--- config.mk ---
export PLATFORM = sky130hd
export DESIGN_NAME = aes_key_expand
export DESIGN_NICKNAME = d
export VERILOG_FILES = /design/src/rtl/aes_pkg.sv /design/src/rtl/aes_sbox.sv /design/src/rtl/aes_key_expand.sv
export SDC_FILE = /design/constraint.sdc
export NUM_CORES = 2
export LEC_CHECK = 0
export BUFFER_PORTS_ARGS = -buffer_cell sky130_fd_sc_hd__buf_4
export CAP_MARGIN = 15
export CORE_AREA = 4 4 607 609
export CTS_BUF_LIST = sky130_fd_sc_hd__clkbuf_16
export CTS_CLUSTER_SIZE = 20
export DETAILED_ROUTE_END_ITERATION = 10
export DIE_AREA = 0 0 611 613
export PLACE_DENSITY_LB_ADDON = 0.1
export SYNTH_ARGS = -nofsm -noshare
export SYNTH_HDL_FRONTEND = slang
export SYNTH_SLANG_ARGS = --single-unit
--- constraint.sdc ---
create_clock -name Clk -period 59.7 [get_ports Clk]
set_input_delay 11.94 -clock Clk [delete_from_list [all_inputs] [get_ports Clk]]
set_output_delay 11.94 -clock Clk [all_outputs]
set_load 0.03 [all_outputs]
--- src/rtl/aes_pkg.sv ---
// Shared AES constants, FSM encodings and the key-schedule round constant table.
// Imported by the key expander and the Crypto core.
package aes_pkg;

    localparam int NB      = 4;
    localparam int NK      = 4;
    localparam int NR      = 10;
    localparam int ROUND_W = 128;
    localparam int SCHED_W = 1408;

    localparam logic [1:0] ST_IDLE   = 2'd0;
    localparam logic [1:0] ST_EXPAND = 2'd1;
    localparam logic [1:0] ST_DONE   = 2'd2;

    typedef logic [31:0] word_t;

    // Rcon[round] is x^(round-1) in GF(2^8); round 0 and anything past 10 are unused.
    function automatic logic [7:0] rcon(input logic [3:0] round);
        case (round)
            4'd1:    rcon = 8'h01;
            4'd2:    rcon = 8'h02;
            4'd3:    rcon = 8'h04;
            4'd4:    rcon = 8'h08;
            4'd5:    rcon = 8'h10;
            4'd6:    rcon = 8'h20;
            4'd7:    rcon = 8'h40;
            4'd8:    rcon = 8'h80;
            4'd9:    rcon = 8'h1b;
            4'd10:   rcon = 8'h36;
            default: rcon = 8'h00;
        endcase
    endfunction

endpackage

--- src/rtl/aes_sbox.sv ---
// Combinational AES forward S-box; byte_out = S(byte_in).
// Shared between the key expander and the Crypto encrypt datapath.
module aes_sbox (
    input  logic [7:0] byte_in,
    output logic [7:0] byte_out
);

    // Entry 0x00 occupies the top byte, so the lookup offset is (255 - byte_in) * 8.
    localparam logic [2047:0] SBOX_TBL = {
        128'h637c777bf26b6fc53001672bfed7ab76,
        128'hca82c97dfa5947f0add4a2af9ca472c0,
        128'hb7fd9326363ff7cc34a5e5f171d83115,
        128'h04c723c31896059a071280e2eb27b275,
        128'h09832c1a1b6e5aa0523bd6b329e32f84,
        128'h53d100ed20fcb15b6acbbe394a4c58cf,
        128'hd0efaafb434d338545f9027f503c9fa8,
        128'h51a3408f929d38f5bcb6da2110fff3d2,
        128'hcd0c13ec5f974417c4a77e3d645d1973,
        128'h60814fdc222a908846eeb814de5e0bdb,
        128'he0323a0a4906245cc2d3ac629195e479,
        128'he7c8376d8dd54ea96c56f4ea657aae08,
        128'hba78252e1ca6b4c6e8dd741f4bbd8b8a,
        128'h703eb5664803f60e613557b986c11d9e,
        128'he1f8981169d98e949b1e87e9ce5528df,
        128'h8ca1890dbfe6426841992d0fb054bb16
    };

    assign byte_out = SBOX_TBL[{~byte_in, 3'b000} +: 8];

endmodule

--- src/rtl/aes_key_expand.sv ---
// Iterative AES-128 key schedule: one round key per clock after a start pulse,
// full 11-round schedule (round 0 in the MSBs) presented with a one-cycle done pulse.
module aes_key_expand #(
    parameter int NK = 4,
    parameter int NR = 10
) (
    input  logic                     Clk,
    input  logic                     Rst,
    input  logic [127:0]             i_Key,
    input  logic                     i_fStart,
    output logic [128*(NR+1)-1:0]    o_Key,
    output logic                     o_fBusy,
    output logic                     o_fDone
);

    import aes_pkg::*;

    localparam int         KEY_W      = 32 * NK;
    localparam logic [3:0] LAST_ROUND = 4'(NR);

    logic [1:0]               state_r;
    logic [3:0]               round_r;
    logic [KEY_W-1:0]         w_r;
    logic [128*(NR+1)-1:0]    key_r;
    logic                     busy_r;
    logic                     done_r;

    word_t                    rot_s;
    word_t                    sub_s;
    word_t                    temp_s;
    word_t                    n0_s;
    word_t                    n1_s;
    word_t                    n2_s;
    word_t                    n3_s;
    logic [KEY_W-1:0]         next_s;

    // SubWord: one S-box per byte of the rotated last word.
    for (genvar b = 0; b < 4; b++) begin : g_subword
        aes_sbox u_sbox (
            .byte_in  (rot_s[8*b +: 8]),
            .byte_out (sub_s[8*b +: 8])
        );
    end

    // Next-round words from the current working words (w0 is the MSB word).
    always_comb begin
        rot_s  = {w_r[23:0], w_r[31:24]};
        temp_s = sub_s ^ {rcon(round_r), 24'h000000};
        n0_s   = w_r[127:96] ^ temp_s;
        n1_s   = w_r[95:64]  ^ n0_s;
        n2_s   = w_r[63:32]  ^ n1_s;
        n3_s   = w_r[31:0]   ^ n2_s;
        next_s = {n0_s, n1_s, n2_s, n3_s};
    end

    // Control FSM and schedule storage; starts are honoured only from IDLE.
    always_ff @(posedge Clk or posedge Rst) begin
        if (Rst) begin
            state_r <= ST_IDLE;
            round_r <= 4'd0;
            w_r     <= '0;
            key_r   <= '0;
            busy_r  <= 1'b0;
            done_r  <= 1'b0;
        end else begin
            case (state_r)
                ST_IDLE: begin
                    if (i_fStart) begin
                        key_r   <= {i_Key, {(128*NR){1'b0}}};
                        w_r     <= i_Key;
                        round_r <= 4'd1;
                        state_r <= ST_EXPAND;
                        busy_r  <= 1'b1;
                    end
                end
                ST_EXPAND: begin
                    for (int i = 1; i <= NR; i++) begin
                        if (round_r == 4'(i)) begin
                            key_r[(NR-i)*ROUND_W +: ROUND_W] <= next_s;
                        end
                    end
                    w_r <= next_s;
                    if (round_r == LAST_ROUND) begin
                        state_r <= ST_DONE;
                        done_r  <= 1'b1;
                        busy_r  <= 1'b0;
                    end else begin
                        round_r <= round_r + 4'd1;
                    end
                end
                ST_DONE: begin
                    done_r  <= 1'b0;
                    round_r <= 4'd0;
                    state_r <= ST_IDLE;
                end
                default: begin
                    state_r <= ST_IDLE;
                    round_r <= 4'd0;
                    busy_r  <= 1'b0;
                    done_r  <= 1'b0;
                end
            endcase
        end
    end

    assign o_Key   = key_r;
    assign o_fBusy = busy_r;
    assign o_fDone = done_r;

endmodule

After elaboration in Yosys (flattened, before gate mapping) --
Memory sizes are Yosys's and may differ from the RTL's. Index checks and enable logic that the tools add are counted.
Cells by class: $add $sub $neg 1, equality and inequality tests 24, shift operators 4, multiplexer cells 25, bitwise operators 11, reductions and logical operators 18
Operator list (number):
- 2048-bit by 12-bit indexed part select with 8-bit output, first input constant | 4
- 1280-bit one-hot mux with 2 select lines | 1
- 128-bit two-way mux | 11
- 1280-bit two-way mux | 1
- 128-bit one-hot mux with 2 select lines | 1
- 32-bit XOR | 5
- 3-bit AND reduction | 11
- 8-bit inverter | 4
- 2-bit inequality test, second input constant | 12
- 4-bit by 3-bit equality test with 1-bit output, second input constant | 4
- 4-bit equality test, second input constant | 3
- 2-bit AND reduction | 5
- 4-bit by 2-bit equality test with 1-bit output, second input constant | 2
- 4-bit two-way mux | 2
- 4-bit one-hot mux with 2 select lines | 1
- 4-bit by 1-bit adder with 4-bit output, second input constant | 1
- 4-bit by 1-bit equality test with 1-bit output, second input constant | 1
- 2-bit two-way mux | 2
- 2-bit one-hot mux with 2 select lines | 1
- 1-bit two-way mux | 3
- 1-bit one-hot mux with 3 select lines | 1
- 2-bit by 1-bit equality test with 1-bit output, second input constant | 1
- 2-bit equality test, second input constant | 1
- 2-bit logical NOT | 1
- 3 further kinds | 4
Word-level totals: bits in registers 1544, ROM bits 128, word-level logic and storage cells 100, memories 1
Memory list:
- (no name shown) | words 16, width 8, rd ports 1, clocked after Yosys merged registers in 0, wr ports 0, line aes_pkg.sv:19 | case (round)

Longest topological paths before layout --
word-level depth 9, gate-level depth with buffers 18, mapped depth without buffers 11

By module --
Synthesis repeated with hierarchy kept, for this count alone.
Unflattened totals: cell total of the unflattened synthesis 7741, area total of the unflattened synthesis 71987.8 um^2
By module, submodules not included:
- aes_key_expand | times used 1, cells each 5541, area an instance 57854.2 um^2, seq. area each 38637.1 um^2
- aes_sbox | times used 4, cells each 550, area an instance 3533.4 um^2, seq. area each 0.0 um^2

Least setup slack after synthesis --
Ideal clock, no wire load.
path type input port to flip-flop, from input i_fStart, to register key_r[945], in the netlist o_Key[945], library setup time 125 ps, data arrival time 13799 ps, data required time 59575 ps, slack 45776 ps, stages 7, buffers on the path 2, cell sequence clkbuf_1 nand2_1 nor2_1 clkbuf_1 a21oi_1 nor2_1 mux2_2
On the way: cells in the longest elaborated chain, start to end 2
Ends and longest elaborated chain:
- start: declaration | line aes_key_expand.sv:10 | input logic i_fStart,
- 2-bit inequality test (no line)
- 3-bit AND reduction (no line)
- end signal: assignment | line aes_key_expand.sv:69 | key_r <= {i_Key, {(128*NR){1'b0}}};
- end signal: indexed assignment | line aes_key_expand.sv:79 | key_r[(NR-i)*ROUND_W +: ROUND_W] <= next_s;
- end: declaration | line aes_key_expand.sv:24 | logic [128*(NR+1)-1:0] key_r;
No other way between the ends. A chain may end at the register's enable or synchronous reset.

==> summary.txt <==
Run status
  – Status: finished, final reports clean

Finish
  – Layout cell share with drive strength beyond 1: around 25%
  – Area growth syn-to-layout: 30.99%
  – Design Area, Final: roughly 99000 sq um
  – Nets: 9448

Worst setup path
  – Crit path cell chain: buf_4, inv_8, buf_4, buf_4, buf_4, buf_4, buf_4, buf_4
  – Register-to-register setup slack: between 50000 and 60000 ps
  – CP peak stage delay: slightly above 800 ps
  – Worst Path Max Fanout: 96
  – Crit-path leading delay family: buffers and inverters
  – Slowest CP cell: buf_4
  – Cell repeated most along the worst path: buf_4
  – Kind of critical path: in2async
  – Worst endpoint required time: 60660 ps
  – Crit path buf inv count: 8
  – Critical Path End Type: async pin
  – Worst path arrival time: between 15000 and 20000 ps
  – CP startpoint kind: input port

Placement
  – Placed instance area: roughly 93000 sq um
  – HPWL after DPL: 396.9 mm
  – GPL Wtd Cong: 0.9551
  – DP Worst Slack: around 42000 ps
  – Number of port buffers: around 1500

Timing
  – Hold Fails Final Rpt: 0
  – Crit path time final: around 16000 ps
  – Final Skew: 133.0 ps
  – Final Cycle Share: a little over a quarter
  – Worst slew pin tran: ~1200 ps
  – Final worst slack: around 44000 ps
  – Setup-failing EPs final: 0
  – Setup_tns: 0 ps
  – Slew HR: 19.64%
  – Fin. max-slew vios: 0
  – RSZ-0062 raised after global routing: no
  – Fmax: ~62 MHz

Clock network
  – Clk sinks: approximately 1500
  – Root Buffer: clkbuf_16
  – CTS buffer count: approximately 190
  – CTS max path bufs: 4
  – Post-cts resize count: 0
  – Clk Latency, worst-skew pair: about 940 ps
  – Reg clk slew, reported paths: around 60 ps
  – CTS tree: yes
  – Number of hold buffers added after cts: 0
  – H-tree Lvls: 4
  – Post-CTS Setup Inserts: 0

Run
  – Max cap viols: 0

GRT
  – Number of global-route vias before repair: roughly 70000
  – Largest net degree at the start of global routing: roughly 150
  – GRT Overall Usage: 27.30%
  – Grt total ovfl: 0
  – Initial antenna violation count: 60
  – Wire length of the first global-routing pass: around 700 mm

Logic synthesis
  – Post-Synth Simple-Gate Area: between 10% and 20%
  – Syn Area/Cell: between 9 and 10 sq um
  – Mux share of post-synthesis cell area: under 10%
  – Ys flop type: dfrtp_1
  – Mapped Nets: around 8200
  – Sequential share of the synthesized area: roughly half
  – Post-synthesis xor/xnor area fraction: approximately 2.8%
  – Synth Area in Compound Gates: around 22%
  – Yosys cell types: roughly 110
  – Post-Synth Adder-Cell Area: approximately 1.1%
  – Netlist Area Pre-Place: between 70000 and 80000 sq um
  – EDFF count, synth: 0
  – Number of synthesized register bits: 1544
  – Largest family of logic cells by synthesized area: compound AO/OA/AOI/OAI gates
  – Fraction of registers with async set/reset: 100.0%
  – Total number of yosys warnings: 0
  – Post-Syn Instances: ~8000

Die
  – Row count: roughly 220
  – DIE AREA: 374500 sq um
  – Core Region: between 300000 and 400000 sq um
  – Die width: about 600 um
  – Initial Util: a little over a fifth
  – Io pins: roughly 1500
  – Die Height: between 600 and 700 um

Detailed routing
  – Wirelength per Cell: between 30 and 40 um
  – Remaining routing DRC violations: 0
  – Routed vias: 73123
  – WL final: about 530 mm
  – DRT Pass-1 Iters: 8
  – DRT iter0 DRCs: 7094
  – Drt via density: approximately 5.1
  – Post-route ant nets: 0

Hold path
  – Tightest Hold Check Type: reg2reg
[cells in the mapped netlist, types with 32 or more instances]
library cell  count  share of area (%)
a22o_1          258                3.0
o31ai_1          72               0.72
mux2_2           46               0.69
o21ai_0        1086                7.2
nand3_1         125               0.83
a31oi_1          54               0.45
o22ai_1          86               0.71
o211ai_1         69               0.69
mux4_2           36                1.1
nor2_1          305                1.5
nor3_1          114               0.76
ha_1             63                1.0
clkbuf_1        567                2.8
mux2i_1          95                1.3
a221o_1          48               0.64
and2_1           39               0.32
a21oi_1         264                1.8
a311oi_1         45               0.52
or2_2            40               0.33
a211oi_1         64               0.64
nor2b_1          93               0.77
o22a_1           43               0.50
xor2_1           51               0.59
xnor2_1         110                1.3
and3_1           32               0.27
dfrtp_1        1544                 51
nand2b_1        128                1.1
nand2_1        1679                8.3
o311ai_0         41               0.48
o221ai_1         45               0.52
inv_1            49               0.24
buf_2           124               0.82
buf_1            45               0.22
[worst min-delay path, stage by stage, from the launching register on]
cell and delay, ps:
dfrtp_1 340, nand2_1 50, o31ai_1 50
[cell type report]
class / count / area, sq um
timing repair buffer: 1797 / 13610
fill: 38995 / 263400
antenna: 38 / 95.09
tap: 4794 / 5998
clock buffer: 197 / 4930
multi-input combinational: 5653 / 34130
clock inverter: 146 / 1182
sequential: 1544 / 38680
inverter: 63 / 246.5
[flip-flops by register name, summed over array words and instances, names as in the netlist]
| register | flops |
|---|---|
| o_fDone | 1 |
| o_Key | 1408 |
| round_r | 4 |
| state_r | 2 |
| o_fBusy | 1 |
| w_r | 128 |
[per-stage QoR]
stage	std cells	utilization, %	hold WS, ps
finish	14232	27.29	475.5
global placement	13845	25.55	458.8
floorplan	8023	-	480.6
global route	14199	27.27	491.3
CTS	14192	27.26	477.0
detailed placement	13849	25.58	461.5
[cell usage in the layout, fill, tap and decap left out, types with 48 or more instances in the layout]
cell	netlist	routed
nand2b_1	128	126
a22o_1	258	258
nor3_1	114	111
clkinv_1	9	53
clkbuf_16	0	197
a221o_1	48	48
nand3_1	125	124
nor2b_1	93	92
dfrtp_1	1544	1528
o211ai_1	69	69
nand2_1	1679	1647
o31ai_1	72	72
ha_1	63	63
o22ai_1	86	86
a211oi_1	64	63
buf_4	20	1787
mux2i_1	95	90
nor2_1	305	279
xnor2_1	110	100
o21ai_0	1086	1084
a21oi_1	264	256
inv_1	49	90
a31oi_1	54	54
[cell families (layout without fill, tap and decap cells)]
group           after synthesis  after routing
simple gates               2718           2718
compound gates             2495           2495
flops                      1544           1544
buf+inv                     826           2203
xor+xnor                    195            195
mux                         179            179
fa+ha+maj                    66             66
other cells                   0             38
[worst paths after layout]
| path | start | end | depth (start not counted) |
|---|---|---|---|
| hold reg to reg | o_Key[447] | o_Key[447] | 2 |
| setup reg to reg | w_r[16] | o_Key[698] | 11 |
| hold / removal | o_Key[447] | o_Key[447] | 2 |
| min in group asynchronous | Rst | o_Key[996] | 2 |
| max in group Clk | i_fStart | o_Key[863] | 10 |
| setup / recovery | Rst | o_Key[302] | 8 |
[routing by layer]
metal  global-route usage (%)  routed length, um
met2                    45.27             252700
met5                        0                 47
met4                    12.35              29090
met1                    33.60             213800
met3                    6.432              38650
Power is left out: the tool's default activity adds up to more than one toggle a clock period on the data nets, which glitch-free logic cannot reach.
